[src/rtl/toilet_pkg.sv]
// toilet_pkg: debouncer state encoding, default timing constants and input channel indices
// shared by the toilet input conditioner.
package toilet_pkg;

    typedef enum logic [1:0] {
        STABLE_LO = 2'b00,
        WAIT_HI   = 2'b01,
        STABLE_HI = 2'b10,
        WAIT_LO   = 2'b11
    } db_state_e;

    localparam int CE_PERIOD_DEF       = 1_000_000;
    localparam int DEBOUNCE_CYCLES_DEF = 10_000;

    localparam int CH_USER        = 0;
    localparam int CH_SEAT        = 1;
    localparam int CH_SPRAY       = 2;
    localparam int CH_SP_DR_AUTO  = 3;
    localparam int CH_SPRAY_MODE  = 4;
    localparam int CH_AUTO_DIS    = 5;
    localparam int CH_DE_UR       = 6;
    localparam int N_CH           = 7;

endpackage

[src/rtl/input_debounce.sv]
// input_debounce: one raw input channel, 2-flop synchroniser followed by a debounce FSM.
// The FSM is built only with TOILET_IN_DEBOUNCE_EN; otherwise the synchroniser drives level directly.
module input_debounce
    import toilet_pkg::*;
#(
    parameter int DEBOUNCE_CYCLES = DEBOUNCE_CYCLES_DEF
) (
    input  logic clk,
    input  logic reset,
    input  logic raw,
    output logic level
);

    logic [1:0] sync_q, sync_d;
    logic       s;

    always_comb begin
        sync_d = {sync_q[0], raw};
    end

    always_ff @(posedge clk or posedge reset) begin
        if (reset) sync_q <= '0;
        else       sync_q <= sync_d;
    end

    assign s = sync_q[1];

    if (DEBOUNCE_CYCLES < 2) begin : g_bad_debounce_cycles
    end

`ifdef TOILET_IN_DEBOUNCE_EN
    localparam int CW = $clog2(DEBOUNCE_CYCLES);
    localparam logic [CW-1:0] CNT_LAST = CW'(DEBOUNCE_CYCLES - 1);

    db_state_e       state_q, state_d;
    logic [CW-1:0]   cnt_q, cnt_d, cnt_inc;

    always_ff @(posedge clk or posedge reset) begin
        if (reset) begin
            state_q <= STABLE_LO;
            cnt_q   <= '0;
        end else begin
            state_q <= state_d;
            cnt_q   <= cnt_d;
        end
    end

    // The edge on which the counter reaches its last value is the final WAIT edge.
    always_comb begin
        cnt_inc = (cnt_q == CNT_LAST) ? cnt_q : cnt_q + CW'(1);
        state_d = state_q;
        cnt_d   = cnt_q;
        unique case (state_q)
            STABLE_LO: if (s) begin
                state_d = WAIT_HI;
                cnt_d   = '0;
            end
            WAIT_HI: if (!s) state_d = STABLE_LO;
            else begin
                cnt_d   = cnt_inc;
                state_d = (cnt_inc == CNT_LAST) ? STABLE_HI : WAIT_HI;
            end
            STABLE_HI: if (!s) begin
                state_d = WAIT_LO;
                cnt_d   = '0;
            end
            WAIT_LO: if (s) state_d = STABLE_HI;
            else begin
                cnt_d   = cnt_inc;
                state_d = (cnt_inc == CNT_LAST) ? STABLE_LO : WAIT_LO;
            end
            default: state_d = STABLE_LO;
        endcase
    end

    always_comb begin
        level = (state_q == STABLE_HI) || (state_q == WAIT_LO);
    end
`else
    always_comb begin
        level = s;
    end
`endif

endmodule

[src/rtl/toilet_input_conditioner.sv]
// toilet_input_conditioner: conditions panel buttons and sensors into controller request/mode
// levels and pulses, and generates the ce time-base tick. Debounce enabled by TOILET_IN_DEBOUNCE_EN.
module toilet_input_conditioner
    import toilet_pkg::*;
#(
    parameter int CE_PERIOD       = CE_PERIOD_DEF,
    parameter int DEBOUNCE_CYCLES = DEBOUNCE_CYCLES_DEF
) (
    input  logic clk,
    input  logic reset,
    input  logic raw_user,
    input  logic raw_seat,
    input  logic raw_spray_btn,
    input  logic raw_sp_dr_auto,
    input  logic raw_spray_mode,
    input  logic raw_auto_dis,
    input  logic raw_de_ur,
    input  logic stt_ready,
    output logic reg_user_en,
    output logic reg_toilet_using,
    output logic reg_spray_en,
    output logic reg_sp_dr_auto_en,
    output logic reg_spray_mode,
    output logic reg_auto_dis_en,
    output logic reg_de_ur,
    output logic ce
);

    localparam int CEW = $clog2(CE_PERIOD);
    localparam logic [CEW-1:0] CE_LAST = CEW'(CE_PERIOD - 1);

    logic [N_CH-1:0] raw_vec, lvl;

    assign raw_vec = {raw_de_ur, raw_auto_dis, raw_spray_mode, raw_sp_dr_auto,
                      raw_spray_btn, raw_seat, raw_user};

    for (genvar i = 0; i < N_CH; i++) begin : g_ch
        input_debounce #(
            .DEBOUNCE_CYCLES(DEBOUNCE_CYCLES)
        ) u_db (
            .clk  (clk),
            .reset(reset),
            .raw  (raw_vec[i]),
            .level(lvl[i])
        );
    end

    logic           user_q, user_d;
    logic           seat_q, seat_d;
    logic           spray_prev_q, spray_prev_d;
    logic           spray_q, spray_d;
    logic [3:0]     mode_q, mode_d;
    logic [CEW-1:0] ce_cnt_q, ce_cnt_d;
    logic           ce_q, ce_d;

    // Modes are frozen while the controller is busy.
    always_comb begin
        user_d       = lvl[CH_USER];
        seat_d       = lvl[CH_SEAT];
        spray_prev_d = lvl[CH_SPRAY];
        spray_d      = lvl[CH_SPRAY] & ~spray_prev_q;
        mode_d       = stt_ready ? lvl[CH_DE_UR:CH_SP_DR_AUTO] : mode_q;
        ce_cnt_d     = (ce_cnt_q == CE_LAST) ? '0 : ce_cnt_q + CEW'(1);
        ce_d         = (ce_cnt_d == CE_LAST);
    end

    always_ff @(posedge clk or posedge reset) begin
        if (reset) begin
            user_q       <= 1'b0;
            seat_q       <= 1'b0;
            spray_prev_q <= 1'b0;
            spray_q      <= 1'b0;
            mode_q       <= '0;
            ce_cnt_q     <= '0;
            ce_q         <= 1'b0;
        end else begin
            user_q       <= user_d;
            seat_q       <= seat_d;
            spray_prev_q <= spray_prev_d;
            spray_q      <= spray_d;
            mode_q       <= mode_d;
            ce_cnt_q     <= ce_cnt_d;
            ce_q         <= ce_d;
        end
    end

    assign reg_user_en       = user_q;
    assign reg_toilet_using  = seat_q;
    assign reg_spray_en      = spray_q;
    assign reg_sp_dr_auto_en = mode_q[0];
    assign reg_spray_mode    = mode_q[1];
    assign reg_auto_dis_en   = mode_q[2];
    assign reg_de_ur         = mode_q[3];
    assign ce                = ce_q;

endmodule

[config.mk]
export PLATFORM = sky130hd
export DESIGN_NAME = toilet_input_conditioner
export DESIGN_NICKNAME = d
export VERILOG_FILES = /design/src/rtl/toilet_pkg.sv /design/src/rtl/input_debounce.sv /design/src/rtl/toilet_input_conditioner.sv
export SDC_FILE = /design/constraint.sdc
export NUM_CORES = 1
export LEC_CHECK = 0
export ABC_AREA = 1
export CORE_MARGIN = 3
export CORE_UTILIZATION = 47
export CTS_CLUSTER_DIAMETER = 150
export CTS_CLUSTER_SIZE = 24
export DETAILED_ROUTE_END_ITERATION = 10
export GPL_TIMING_DRIVEN = 0
export PLACE_DENSITY = 0.66
export SLEW_MARGIN = 20
export SYNTH_ARGS = -nofsm -noshare
export SYNTH_HDL_FRONTEND = slang
export SYNTH_SLANG_ARGS = --single-unit
[constraint.sdc]
create_clock -name clk -period 4.5 [get_ports clk]
set_clock_uncertainty 0.05 [all_clocks]
set_input_delay 0.9 -clock clk [delete_from_list [all_inputs] [get_ports clk]]
set_output_delay 0.9 -clock clk [all_outputs]
set_load 0.02 [all_outputs]
Word-level counts from Yosys, hierarchy flattened
Cells that the tools add are included.

Word-level logic and storage cells: 20. Register bits after elaboration: 43.

Add/subtract/negate cells: 1. Muxes and demuxes: 1. Eq/ne operators: 2. Bitwise operators: 2.

Operator list (number): $eq 20x20->1 const B (2); $add 20x1->20 const B (1); $mux 20 (1); $and 1x1->1 (1); $not 1->1 (1).

Depth between registers and ports, before layout
Gate-level depths: netlist of run 1.

Word-level depth: 3. Gate-level depth with buffers: 12. Mapped depth without buffers: 12.

Hierarchy
From an unflattened synthesis of run 1, not the netlist that was laid out.

Cells, all modules: 239. Area, all modules: 2024.4 µm².

By module, submodules not included: toilet_input_conditioner (instances 1, area an instance 1647.8 µm², cells an instance 218); input_debounce (instances 7, area an instance 53.8 µm², cells an instance 3).

Worst setup path before layout of run 1
OpenSTA, ideal clock, no wires.

Path kind: reg2reg. Start: reg ce_cnt_q[0]. End: reg ce_q (netlist: ce). Arrival time: 1.460 ns. Period minus slack after synthesis: 1.582 ns. Required time: 4.379 ns. Slack: 2.918 ns. Cell stages (with the launch flop): 11. Setup time: 0.071 ns. Buffers on the path: 0. Path through: dfrtp_1 > ha_1 > nand2_2 > nor2_4 > nand2_2 > nor2_1 > xor2_1 > nand3b_1 > nor2_1 > nand2_1 > nor2_1.

Word-level cells in the longest chain between the ends: 3. Elaborated cells on any way between the ends: 4. Classes of those cells: add/sub: 1; eq/ne: 2; mux: 1.

Ends and longest elaborated chain: start: declaration (line toilet_input_conditioner.sv:53) `logic [CEW-1:0] ce_cnt_q, ce_cnt_d;`; start signal: assignment (line toilet_input_conditioner.sv:82) `ce_cnt_q <= ce_cnt_d;`; $add 20x1->20 / $eq 20x20->1 (equally long branches) (line toilet_input_conditioner.sv:63) `ce_cnt_d = (ce_cnt_q == CE_LAST) ? '0 : ce_cnt_q + CEW'(1);`; $mux 20 * (line toilet_input_conditioner.sv:63); $eq 20x20->1 * (line toilet_input_conditioner.sv:64) `ce_d = (ce_cnt_d == CE_LAST);`; via ce_d (line toilet_input_conditioner.sv:54) `logic ce_q, ce_d;`; end signal: assignment (line toilet_input_conditioner.sv:75) `ce_q <= 1'b0;`; end signal: assignment (line toilet_input_conditioner.sv:83) `ce_q <= ce_d;`; end: declaration (line toilet_input_conditioner.sv:54).

The timed path passes the listed nets; every way through them passes the cells marked *. A chain may end at the register's enable or synchronous reset.

Worst setup path after layout of run 1
Start: reg mode_q[1]. End: out reg_spray_mode.

RTL lines: start: declaration (line toilet_input_conditioner.sv:52) `logic [3:0] mode_q, mode_d;`; start signal: assignment (line toilet_input_conditioner.sv:81) `mode_q <= mode_d;`; end: declaration (line toilet_input_conditioner.sv:23) `output logic reg_spray_mode,`.

No word-level cell between the ends.

==> flow_summary.ini, run 1 <==
[clocking]
post_cts_resized = 0
hold_buffers = 0
cts_max_level = 2
cts_root_buf = clkbuf_8
cts_tree = built
worstSkewPairLatency_ps = 300
clock-sinks = 43
post_cts_buffers = 0
path_clk_slew_ps = 80
clk_path_buf_depth = 2
numCtsBuffers = 5

[global_routing]
grt_pass1_vias = 1450
grt_pass1_wl_mm = 6.62
antenna_found_initial = 0
grt_usage = 0.173
grt_start_max_net_pins = 28
overflow = 0

[placement]
port_buffers = 17
numPlacedInstances = 295
dp_hpwl_mm = 2.74
routabilityCongestion = 0.920
place_ws_ps = 2480

[worst_setup_path]
r2r_start = ce_cnt_q[0]$_DFF_PP0_
path_buf_inv = 1
critPathTopFamily = buffers and inverters
reg2regPathDepth = 10
setup.worst_path.end_class = primary output
startpoint = mode_q[1]$_DFFE_PP0P_
cp_max_fo = 2
cp_data_arrival_time_ps = 1280
r2r_end = ce$_DFF_PP0_
worstSetupPathDepth = 1
worstPathCellList = clkdlybuf4s50_1
reg2reg_slack_ps = 2580
crit_required_ps = 3550
endpoint = reg_spray_mode
worst_path_largest_cell_delay_ps = 610
critical_path_class = reg2out
start_kind = flop
slowest_stage = clkdlybuf4s50_1

[logic_synthesis]
ys_top_cells_by_area = dfrtp_1 (55%), nand2_1 (11%), nor2_1 (8.5%)
synth.top_cell.area_share = 0.554
syn_avg_cell_area_sq_um = 8.49
syn_area_sq_um = 1940
yosys.area.top_type = dfrtp_1
synthCells = 229
synth-seq-cells = 43
yosysUniqueCellTypes = 20
yosys_warnings = 0
synth_nets = 240
synth-seq-area-share = 0.554

[cells_and_area]
area_growth_syn_to_layout_pct = 18.7
final_cells = 303
finalNetCount = 265
n_antenna_cell = 0
fill_cells = 349
layout-drive-gt1-share = 0.0980

[floorplan]
io_pins = 18
dieArea_sq_um = 4940
initial_core_util = 0.508
dieWidth_um = 70.3
fp.dieH_um = 70.3
core_area_sq_um = 3830
fp-row-count = 22

[sta]
post-route-period-util = 0.496
final_max_slew_viol_count = 0
setup_slack_ps = 2270
slew_headroom = 0.752
fin_tns_setup_ps = 0
setup_violations = 0
fin_crit_ps = 2230
tightest_slew_ps = 371
finalHoldViolCount = 0
rsz0062_at_grt = false
max_freq_mhz = 448

[pwr]
power_leakage_nw = 1.10
ir_worst_vdd_uv = 311
total_power_mw = 0.738
power_density_nw_per_um2 = 320

[route]
drtAntennaViolNets = 0
drt_iter0_drc = 104
routed_wl_mm = 3.63
viasPerCell = 4.95
vias = 1499
drc = 0
wl_per_cell_um = 12.0
first_pass_iters = 5

[run]
cap_violations = 0

[outcome]
status = finished, final reports clean

[min_path]
hp-class = reg2reg
report_power, final:
part / total (mW) / internal [mW] / switching, mW
clock: 0.298 / 0.165 / 0.133
combinational: 0.0383 / 0.0201 / 0.0182
sequential: 0.402 / 0.398 / 0.00397
final cells by class:
| cell class | instances | area [sq um] | share of cell area |
|---|---|---|---|
| Clock buffer | 5 | 68.8 | 0.0298 |
| Clock inverter | 3 | 43.8 | 0.0190 |
| Inverter | 32 | 120 | 0.0521 |
| Multi-Input combinational cell | 154 | 747 | 0.324 |
| Sequential cell | 43 | 1080 | 0.467 |
| Tap cell | 48 | 60.1 | 0.0260 |
| Timing Repair Buffer | 18 | 190 | 0.0825 |
how the worst min path moves through the flow:
stage,startpoint,to,slack (ps),depth (start not counted)
CTS,g_ch[1].u_db.sync_q[0]$_DFF_PP0_,g_ch[1].u_db.sync_q[1]$_DFF_PP0_,300,0
finish,g_ch[1].u_db.sync_q[0]$_DFF_PP0_,g_ch[1].u_db.sync_q[1]$_DFF_PP0_,300,0
detailed placement,g_ch[0].u_db.sync_q[1]$_DFF_PP0_,reg_user_en$_DFF_PP0_,290,0
floorplan,g_ch[0].u_db.sync_q[0]$_DFF_PP0_,g_ch[0].u_db.sync_q[1]$_DFF_PP0_,280,0
global route,g_ch[1].u_db.sync_q[0]$_DFF_PP0_,g_ch[1].u_db.sync_q[1]$_DFF_PP0_,300,0
global placement,g_ch[5].u_db.sync_q[0]$_DFF_PP0_,g_ch[5].u_db.sync_q[1]$_DFF_PP0_,280,0
synth_stat cells:
master and instances:
nand3_2 1, and2_1 2, dfrtp_1 43, nand3_1 17
nand3b_1 4, ha_1 1, nand4_1 8, xor2_1 2
nor2_2 3, xnor2_1 1, nor3_1 2, inv_1 32
a31oi_1 1, nand2_2 4, mux2_2 4, nand2_1 55
o21ai_1 1, nor2_1 44, o21ai_0 1, nor2_4 3
cell families (layout without fill, tap and decap cells):
family,count (synthesis),after routing,share of synthesized area
adder cells (fa/ha/maj),1,1,0.00644
multiplexers,4,4,0.0232
AND/OR/NAND/NOR,143,143,0.333
XOR/XNOR,3,3,0.0135
flip-flops,43,43,0.554
buffers and inverters,32,58,0.0618
AO/OA/AOI/OAI,3,3,0.00837
state kept, by name (all words and copies together) (netlist names):
name	flops
mode_q	4
ce_cnt_q	20
reg_spray_en	1
spray_prev_q	1
g_ch.u_db.sync_q	14
reg_user_en	1
ce	1
reg_toilet_using	1
through the flow:
step,cell area [sq um],hold slack (ps),utilization
after floorplan,1940,281,-
final,2310,300,0.603
after CTS,2310,301,0.603
after global placement,2170,284,0.568
after global routing,2310,303,0.603
after detailed placement,2190,286,0.573
per-layer routing:
layer | track usage | routed length (um) | vias to the layer above
met4 | 0.0830 | 87 | 0
met1 | 0.237 | 1850 | 697
met3 | 0.0417 | 137 | 8
met5 | 0 | 0 | -
li1 | - | - | 760
met2 | 0.255 | 1560 | 34
placed cells by master, fill, tap and decap left out:
cell type	instances
nor2_1	44
mux2_2	4
and2_1	2
clkinv_4	1
nand2_2	4
buf_12	1
nand3_2	1
nand3_1	17
xor2_1	2
clkinv_2	1
nor2_2	3
ha_1	1
o21ai_1	1
nand3b_1	4
nor3_1	2
bufinv_16	1
clkdlybuf4s50_1	17
o21ai_0	1
nand2_1	55
xnor2_1	1
nor2_4	3
a31oi_1	1
clkbuf_8	5
inv_2	1
nand4_1	8
inv_1	31
dfrtp_1	43
No activity file was read; power rests on OpenSTA's default activity.
==> run 2: changes to the inputs <==
clock period = 2.1 ns   (was 4.5 ns; I/O delays follow)
==> run 2 against run 1 <==
Clock power rose by 110%. Total power rose by 110%. Largest cell class unchanged. Count of clock-buffer cells in the layout unchanged. Register-to-register slack worse by 2400 ps. Sequential share of layout area shrank 0.10 points. Flip-flop and latch count unchanged. Global-route usage did not move. Combinational power is 110% higher. Design area increased by 0.22%. Final cell count unchanged. Via count is 0.40% higher. Sequential power rose by 110%.
==> flow_summary.ini, run 2 (same netlist as run 1, synthesis figures left out) <==
[route]
viasPerCell = 4.97
drc = 0
drtAntennaViolNets = 0
vias = 1505
routed_wl_mm = 3.63
drt_iter0_drc = 98
first_pass_iters = 7
wl_per_cell_um = 12.0

[global_routing]
grt_pass1_vias = 1450
grt_usage = 0.173
grt_pass1_wl_mm = 6.62
overflow = 0
antenna_found_initial = 0
grt_start_max_net_pins = 28

[placement]
routabilityCongestion = 0.920
dp_hpwl_mm = 2.74
numPlacedInstances = 295
port_buffers = 17
place_ws_ps = 200
place_area_sq_um = 2190

[sta]
final_max_slew_viol_count = 0
finalHoldViolCount = 0
tightest_slew_ps = 371
setup_slack_ps = 189
slew_headroom = 0.752
fin_crit_ps = 1910
hold-worst-slack_ps = 300
rsz0062_at_grt = false
setup_violations = 0
max_freq_mhz = 523
post-route-period-util = 0.910

[floorplan]
fp.dieH_um = 70.3
fp-row-count = 22
core_area_sq_um = 3830
dieArea_sq_um = 4940
io_pins = 18
initial_core_util = 0.508
dieWidth_um = 70.3

[clocking]
clock-sinks = 43
path_clk_slew_ps = 80
cts_max_level = 2
clk_path_buf_depth = 2
post_cts_buffers = 0
cts_tree = built
worstSkewPairLatency_ps = 300
numCtsBuffers = 5
cts_root_buf = clkbuf_8

[pwr]
power_leakage_nw = 1.10
ir_worst_vdd_uv = 667
power_density_nw_per_um2 = 685

[worst_setup_path]
setup.worst_path.end_class = flop
critical_path_class = reg2reg
cp_max_fo = 5
cp_data_arrival_time_ps = 2090
start_kind = flop
crit_required_ps = 2280

[cells_and_area]
fill_cells = 348
final_cell_mix = nand2_1 (55), nor2_1 (44), dfrtp_1 (43), inv_1 (31)
final_common_cell = nand2_1
top_regs = ce_cnt_q: 20 flops, g_ch.u_db.sync_q: 14 flops, mode_q: 4 flops
final_cells = 303
finalNetCount = 265
n_antenna_cell = 0
area_growth_syn_to_layout_pct = 18.9
largest_reg_flops = 20
finish.utilization = 0.604
fin_area_sq_um = 2310
regMostFlops = ce_cnt_q
layout-drive-gt1-share = 0.0980

[outcome]
status = finished, final reports clean

[run]
cap_violations = 0

[min_path]
hp-class = reg2reg
==> run 2: worst max-delay path: stages (launching register included) <==
cell and delay (ps):
dfrtp_1 430, ha_1 270, nand3_1 210, nor2_4 70
nand3_1 200, nand2_1 120, nor2_1 120, nand3_1 100
nor2_1 120, nand2_1 70, nor2_1 80
==> run 2: final timing paths <==
path | slack (ps) | endpoint | cells after the start | startpoint
setup / recovery | 190 | ce$_DFF_PP0_ | 10 | ce_cnt_q[0]$_DFF_PP0_
hold / removal | 300 | g_ch[1].u_db.sync_q[1]$_DFF_PP0_ | 0 | g_ch[1].u_db.sync_q[0]$_DFF_PP0_
setup reg to reg | 190 | ce$_DFF_PP0_ | 10 | ce_cnt_q[0]$_DFF_PP0_
hold reg to reg | 300 | g_ch[1].u_db.sync_q[1]$_DFF_PP0_ | 0 | g_ch[1].u_db.sync_q[0]$_DFF_PP0_
max in group asynchronous | 1190 | g_ch[2].u_db.sync_q[1]$_DFF_PP0_ | 3 | reset
min in group asynchronous | 360 | ce_cnt_q[15]$_DFF_PP0_ | 2 | reset
==> run 2: per-layer routing <==
| metal | GRT usage | up-vias | share of wire |
|---|---|---|---|
| li1 | - | 761 | - |
| met1 | 0.237 | 702 | 0.51 |
| met2 | 0.255 | 34 | 0.43 |
| met3 | 0.0417 | 8 | 0.038 |
| met4 | 0.0830 | 0 | 0.024 |
| met5 | 0 | - | 0 |
==> run 2: stage by stage <==
step,TNS [ps],total power [mW]
floorplan,0,0.910
global placement,-10130,0.956
detailed placement,0,0.962
CTS,0,1.62
global route,0,1.66
finish,0,1.58
==> run 2: cell type report <==
type                       count  area, sq um  share of cell area
multi-input combinational    154          752               0.325
timing repair buffer          18          190              0.0823
clock buffer                   5         68.8              0.0298
tap                           48         60.1              0.0260
clock inverter                 3         43.8              0.0189
inverter                      32          120              0.0520
sequential                    43         1080               0.466
==> run 2: timing repair <==
| action | CTS | global route |
|---|---|---|
| hold buffers | 0 | 0 |
| setup endpoints to repair | 0 | 1 |
| gates resized for setup | 0 | 1 |
==> run 2: power breakdown <==
part           total, mW  internal [mW]  switching [mW]
clock              0.640          0.354           0.286
sequential         0.861          0.852         0.00850
combinational     0.0822         0.0431          0.0390
total               1.58           1.25           0.334
